**config.mk**
```make
export PLATFORM = sky130hd
export DESIGN_NAME = sae_min_select
export DESIGN_NICKNAME = d
export VERILOG_FILES = /design/src/rtl/sae_min_select.sv
export SDC_FILE = /design/constraint.sdc
export NUM_CORES = 1
export LEC_CHECK = 0
export ABC_AREA = 1
export CAP_MARGIN = 15
export CORE_MARGIN = 1.5
export CORE_UTILIZATION = 50
export CTS_CLUSTER_DIAMETER = 200
export DETAILED_ROUTE_END_ITERATION = 8
export GPL_TIMING_DRIVEN = 0
export PLACE_DENSITY = 0.84
export SYNTH_ARGS = -nofsm -noshare
export SYNTH_HDL_FRONTEND = slang
export SYNTH_SLANG_ARGS = --single-unit
```
**constraint.sdc**
```tcl
create_clock -name clk -period 2.7 [get_ports clk]
set_clock_uncertainty 0.15 [all_clocks]
set_input_delay 0.27 -clock clk [delete_from_list [all_inputs] [get_ports clk]]
set_output_delay 0.27 -clock clk [all_outputs]
set_load 0.01 [all_outputs]
```
**src/rtl/sae_min_select.sv**
```systemverilog
// Minimum-SAE selector: scans one frame of raster-ordered candidate SAEs and
// reports the best candidate as a signed motion vector about the window centre.
module sae_min_select #(
   parameter int N     = 46,
   parameter int M     = 16,
   parameter int SAE_W = 16,
   parameter int MV_W  = 6
) (
   input  logic             clk,
   input  logic             rst,
   input  logic             s_valid,
   output logic             s_ready,
   input  logic [SAE_W-1:0] s_sae,
   input  logic             s_last,
   output logic             m_valid,
   input  logic             m_ready,
   output logic [MV_W-1:0]  m_mv_x,
   output logic [MV_W-1:0]  m_mv_y,
   output logic [SAE_W-1:0] m_sae,
   output logic             m_err
);

   localparam int P  = N - M + 1;
   localparam int C  = (N - M) / 2;
   localparam int XW = (P > 1) ? $clog2(P) : 1;

   typedef enum logic [0:0] {ACCUM = 1'b0, DONE = 1'b1} state_t;

   // Raster coordinate to signed offset; modular subtraction gives two's complement.
   function automatic logic [MV_W-1:0] to_mv(input logic [XW-1:0] idx);
      return MV_W'(idx) - MV_W'(C);
   endfunction

   state_t            state_r, state_n;
   logic [XW-1:0]     cx_r, cx_n, cy_r, cy_n;
   logic [XW-1:0]     best_cx_r, best_cx_n, best_cy_r, best_cy_n;
   logic [SAE_W-1:0]  best_sae_r, best_sae_n;
   logic              first_r, first_n;
   logic [MV_W-1:0]   mv_x_n, mv_y_n;
   logic [SAE_W-1:0]  sae_n;
   logic              err_n;
   logic              take_s, final_s;

   // Next-state, scan bookkeeping and result capture.
   always_comb begin
      state_n    = state_r;
      cx_n       = cx_r;
      cy_n       = cy_r;
      best_cx_n  = best_cx_r;
      best_cy_n  = best_cy_r;
      best_sae_n = best_sae_r;
      first_n    = first_r;
      mv_x_n     = m_mv_x;
      mv_y_n     = m_mv_y;
      sae_n      = m_sae;
      err_n      = m_err;
      take_s     = 1'b0;
      final_s    = 1'b0;
      case (state_r)
         ACCUM: begin
            if (s_valid && s_ready) begin
               final_s = (cx_r == XW'(P - 1)) && (cy_r == XW'(P - 1));
               // Strict less-than keeps the earliest candidate on ties.
               take_s  = first_r || (s_sae < best_sae_r);
               first_n = 1'b0;
               if (take_s) begin
                  best_sae_n = s_sae;
                  best_cx_n  = cx_r;
                  best_cy_n  = cy_r;
               end else begin
                  best_sae_n = best_sae_r;
               end
               if (s_last || final_s) begin
                  state_n = DONE;
                  cx_n    = '0;
                  cy_n    = '0;
                  mv_x_n  = to_mv(best_cx_n);
                  mv_y_n  = to_mv(best_cy_n);
                  sae_n   = best_sae_n;
                  err_n   = s_last ^ final_s;
               end else if (cx_r == XW'(P - 1)) begin
                  cx_n = '0;
                  cy_n = cy_r + XW'(1);
               end else begin
                  cx_n = cx_r + XW'(1);
               end
            end else begin
               state_n = ACCUM;
            end
         end
         DONE: begin
            if (m_ready) begin
               state_n = ACCUM;
               cx_n    = '0;
               cy_n    = '0;
               first_n = 1'b1;
            end else begin
               state_n = DONE;
            end
         end
         default: begin
            state_n = ACCUM;
            cx_n    = '0;
            cy_n    = '0;
            first_n = 1'b1;
         end
      endcase
   end

   // State, scan and registered output update.
   always_ff @(posedge clk or posedge rst) begin
      if (rst) begin
         state_r    <= ACCUM;
         cx_r       <= '0;
         cy_r       <= '0;
         best_cx_r  <= '0;
         best_cy_r  <= '0;
         best_sae_r <= '0;
         first_r    <= 1'b1;
         s_ready    <= 1'b0;
         m_valid    <= 1'b0;
         m_mv_x     <= '0;
         m_mv_y     <= '0;
         m_sae      <= '0;
         m_err      <= 1'b0;
      end else begin
         state_r    <= state_n;
         cx_r       <= cx_n;
         cy_r       <= cy_n;
         best_cx_r  <= best_cx_n;
         best_cy_r  <= best_cy_n;
         best_sae_r <= best_sae_n;
         first_r    <= first_n;
         s_ready    <= (state_n == ACCUM);
         m_valid    <= (state_n == DONE);
         m_mv_x     <= mv_x_n;
         m_mv_y     <= mv_y_n;
         m_sae      <= sae_n;
         m_err      <= err_n;
      end
   end

endmodule

```
* Word level (Yosys, flattened, before mapping)
Cells that the tools add are included.
** Storage, ports and cells
- Register bits :: 68
- Input port bits :: 21
** Operators by class
- Magnitude comparators :: 1
- Equal/unequal tests :: 5
- Reductions and logical operators :: 8
- $add $sub $neg :: 4
- Mux-type cells :: 23
- Bitwise logic cells :: 3
** Operators by type and width (count)
- 2-to-1 mux 5 bit :: 13
- one-hot mux 5 bit (2 select lines) :: 2
- < comparator 16 bit :: 1
- 2-to-1 mux 16 bit :: 1
- subtractor 5 x 4 -> 6 bit, second input constant :: 2
- adder 5 x 1 -> 5 bit, second input constant :: 2
- == test 5 bit, second input constant :: 2
- AND reduction 3 bit :: 2
- 2-to-1 mux 1 bit :: 5
- inequality test 2 bit, second input constant :: 2
- one-hot mux 1 bit (2 select lines) :: 2
- AND reduction 2 bit :: 2
- inequality test 3 bit, second input constant :: 1
- logical AND 1 bit :: 2
- logical OR 1 bit :: 2
- inverter 1 bit :: 2
- bitwise XOR 1 bit :: 1

* Logic depth before layout (Yosys ltp)
- Depth after elaboration :: 7
- Depth in mapped cells :: 20
- Mapped depth without buffers :: 19

* Least setup slack after synthesis
OpenSTA, ideal clock, no wires.
- Kind :: reg-to-reg
- Start :: register best_sae_r[15]
- End :: register m_mv_y[2]
- Arrival time :: 1975 ps
- Buffers on the path :: 1
- Setup slack :: 457 ps
- Data required time :: 2433 ps
- Cell stages (with the launch flop) :: 17
- Setup time :: 117 ps
- Cell sequence :: dfrtp_1 inv_1 ha_1 nand2_1 inv_1 nand3_2 nor3_2 nand2_2 nand2_4 nand2_8 buf_12 nand2_4 nand2_4 ha_1 or2_1 nand3_1 nand2_1
** Between the ends
- Longest elaborated chain between the ends :: 6
** Ends and longest elaborated chain
- start, declared :: line 37 : logic [SAE_W-1:0] best_sae_r, best_sae_n;
- start signal, assigned :: line 132 : best_sae_r <= best_sae_n;
- < comparator 16 bit :: line 64 : take_s = first_r || (s_sae < best_sae_r);
- logical OR 1 bit :: line 64
- 2-to-1 mux 5 bit :: line 66 : if (take_s) begin
- 2-to-1 mux 5 bit :: line 61 : if (s_valid && s_ready) begin
- 2-to-1 mux 5 bit :: line 59 : case (state_r)
- subtractor 5 x 4 -> 6 bit :: line 31 : return MV_W'(idx) - MV_W'(C);
- end signal, assigned :: line 137 : m_mv_y <= mv_y_n;
- end, declared :: line 18 : output logic [MV_W-1:0] m_mv_y,
Every way passes these cells. The select of a mux whose other input is x is not followed.
A chain may end at the register's enable or synchronous reset.

* Final worst setup path
- Start :: input port s_sae[15]
- End :: register m_mv_x[4]
** Between the ends
- Longest elaborated chain between the ends :: 6
** Ends and longest elaborated chain
- start, declared :: line 13 : input logic [SAE_W-1:0] s_sae,
- < comparator 16 bit :: line 64
- logical OR 1 bit :: line 64
- 2-to-1 mux 5 bit :: line 66
- 2-to-1 mux 5 bit :: line 61
- 2-to-1 mux 5 bit :: line 59
- subtractor 5 x 4 -> 6 bit :: line 31
- end signal, assigned :: line 136 : m_mv_x <= mv_x_n;
- end, declared :: line 17 : output logic [MV_W-1:0] m_mv_x,
Every way passes these cells. The select of a mux whose other input is x is not followed.

==> flow_summary.toml <==
[timing]
max_freq_ghz = 0.3893
hold_ws_ns = 0.2892
finalMaxSlewViolations = 0
setup_slack_ns = 0.1316
relSlewSlack = 0.4460
setup_viol = 0
timing.final.crit_share = 0.9513
fin_crit_ns = 2.568
worstMarginPinSlew_ns = 0.8310
finalHoldViolCount = 0

[setup_path]
worst_setup_path_end_kind = "flip-flop"
path_class = "input port to flip-flop"
arrival_ns = 2.66
r2r-start = "best_sae_r[15]"
startpoint = "s_sae[15]"
path_max_fanout = 10
startpoint_type = "input port"
crit_required_ns = 2.79

[synth]
syn-num-nets = 476
yosysTopAreaCellShare = 0.4489
yosys.area.top_type = "dfrtp_1"
ys_ff_latch = 68
netlist_area_um2 = 3735
syn_avg_cell_area_um2 = 8.625
ys_seq_area_frac = 0.4559
yosys_warnings = 0
syn_inst = 433
ys_top_cells_by_area = "dfrtp_1 45%, nand2_1 9.9%, ha_1 7.4%, inv_1 4.5%, o21ai_0 3.2%"
synth.distinct_cells = 34

[placed_design]
gp_congestion = 0.8751
port_buffers = 51
dp_slack_ns = -0.1535
hpwl_um = 6023

[global_routing]
grt_pass1_wl_um = 13670
first_global_vias = 3111
grt_antenna_before_repair = 0
grt_overflow = 0
gr-usage-all-layers = 0.2257
grt_max_degree = 69

[pwr]
peakVddDrop_mv = 0.4289
leakagePower_nw = 2.133
power.switching_mw = 1.981
clkPwrFrac = 0.196
power_density_nw_per_um2 = 1095
comb_power_share = 0.469
netSwitchingFraction = 0.3917
intPower_mw = 3.076
p_seq_frac = 0.335

[cells_and_area]
layout_common_cells = "99 x nand2_1, 67 x dfrtp_1, 51 x clkdlybuf4s50_1"
syn2layout_area_growth_pct = 23.62
finish.net_count = 538
final_common_cell = "nand2_1"
n_antenna_cell = 0
layout-drive-gt1-share = 0.1500

[clock_network]
cts_tree = "yes"
cts_num_sinks = 68
cts.path.max_buffers = 2
cts_root_buffer = "clkbuf_8"
cts_buffers = 9
worstSkewPairLatency_ns = 0.35
cts-htree-levels = 3
path_clk_slew_ns = 0.07
cts_resized = 0
hold_buffers = 0
cts_setup_buffers = 0

[run_status]
status = "completed"

[routing]
drtAntennaViolNets = 0
totalWireLength_um = 8454
dr.first_iter.drc_count = 136
firstDrtPassIters = 5
drcViolationCount = 0
vias = 3167
viasPerCell = 5.287
avgRoutedWirePerCell_um = 14.11

[die]
core_um2 = 7253
initial_utilization = 0.5149
num_io_pins = 52
rows = 31
die_w_um = 89.43
dieArea_um2 = 7997
die_h_um = 89.43

[hold_path]
hold_path.class = "input port to async pin"

[run]
drv_cap = 0
[power by group through the flow]
stage	sequential (mW)	clock, mW	combinational (mW)
after floorplan	1.75	0	1.47
after global placement	1.68	0	2.26
after detailed placement	1.71	0	2.34
after CTS	1.69	0.993	2.37
after global routing	1.75	1.04	2.63
final	1.70	0.989	2.37
[cell usage after synthesis (all sizes together)]
master	n
nand4	4
a21oi	26
o31ai	1
inv	50
o21ai	50
nor2	32
buf	8
o21a	1
nor3	5
ha	22
a31oi	6
nor3b	2
nand3	28
dfstp	1
o22ai	1
dfrtp	67
clkbuf	9
nand3b	2
or2	2
xor2	1
nand2	115
[final timing paths]
check	end	slack, ns	depth (start not counted)
min in group clk	m_mv_y[1]	0.32	2
worst min register to register	m_mv_y[1]	0.32	2
worst max register to register	m_mv_x[4]	0.14	15
worst max-delay path	m_mv_x[4]	0.13	15
max in group asynchronous	m_mv_y[5]	1.57	2
worst min-delay path	cx_r[4]	0.29	2
[flip-flops by register name, indices dropped and copies added, names as in the netlist]
| register | count |
|---|---|
| best_cy_r | 5 |
| m_mv_y | 6 |
| first_r | 1 |
| cx_r | 5 |
| s_ready | 1 |
| best_sae_r | 16 |
| m_sae | 16 |
| best_cx_r | 5 |
| cy_r | 5 |
| state_r | 1 |
| m_mv_x | 6 |
| m_err | 1 |
[metal layers]
| layer | vias up | share of wire | global-route usage |
|---|---|---|---|
| met5 | - | 0 | 0 |
| met4 | 0 | 0.023 | 0.1049 |
| met3 | 20 | 0.062 | 0.05171 |
| met2 | 113 | 0.50 | 0.3814 |
| met1 | 1498 | 0.42 | 0.2737 |
| li1 | 1536 | - | - |
[metrics by stage]
step	cell area [µm²]	power [mW]	setup TNS, ns	util	instances
5_1_grt	4617	5.417	-0.001445	0.6365	599
4_1_cts	4608	5.054	0	0.6353	599
3_3_place_gp	4369	3.945	-38.27	0.6024	583
2_1_floorplan	3735	3.224	0	-	433
3_5_place_dp	4372	4.054	-0.4918	0.6027	583
6_report	4617	5.057	0	0.6365	599
[cells by family (layout without fill, tap and decap cells)]
group	after synthesis	count (layout)	synth area share
xor+xnor	1	1	0.002345
flops	68	68	0.4559
simple gates	190	190	0.2526
compound gates	85	85	0.1347
buf+inv	67	134	0.08073
fa+ha+maj	22	22	0.07370
[worst max-delay path, stage by stage]
cell and delay (ns):
clkdlybuf4s50_1 0.46, ha_1 0.33, a21oi_1 0.18, o21ai_0 0.16, a21oi_2 0.18, nand2_4 0.10, nand2_8 0.11, nand2_1 0.11
nand2_4 0.10, ha_2 0.20, nand3_1 0.12, nor2_1 0.14, nand2_1 0.06, nand3_1 0.08, nand2_1 0.06
[final cells by class]
class	instances	area, µm²
Buffer	17	115.1
Sequential cell	68	1703
Tap cell	99	123.9
Inverter	50	190.2
Fill cell	588	2636
Multi-Input combinational cell	298	1738
Timing Repair Buffer	51	510.5
Clock buffer	13	168.9
Clock inverter	3	67.56
Note: power is estimated with default switching activity, not from simulation.
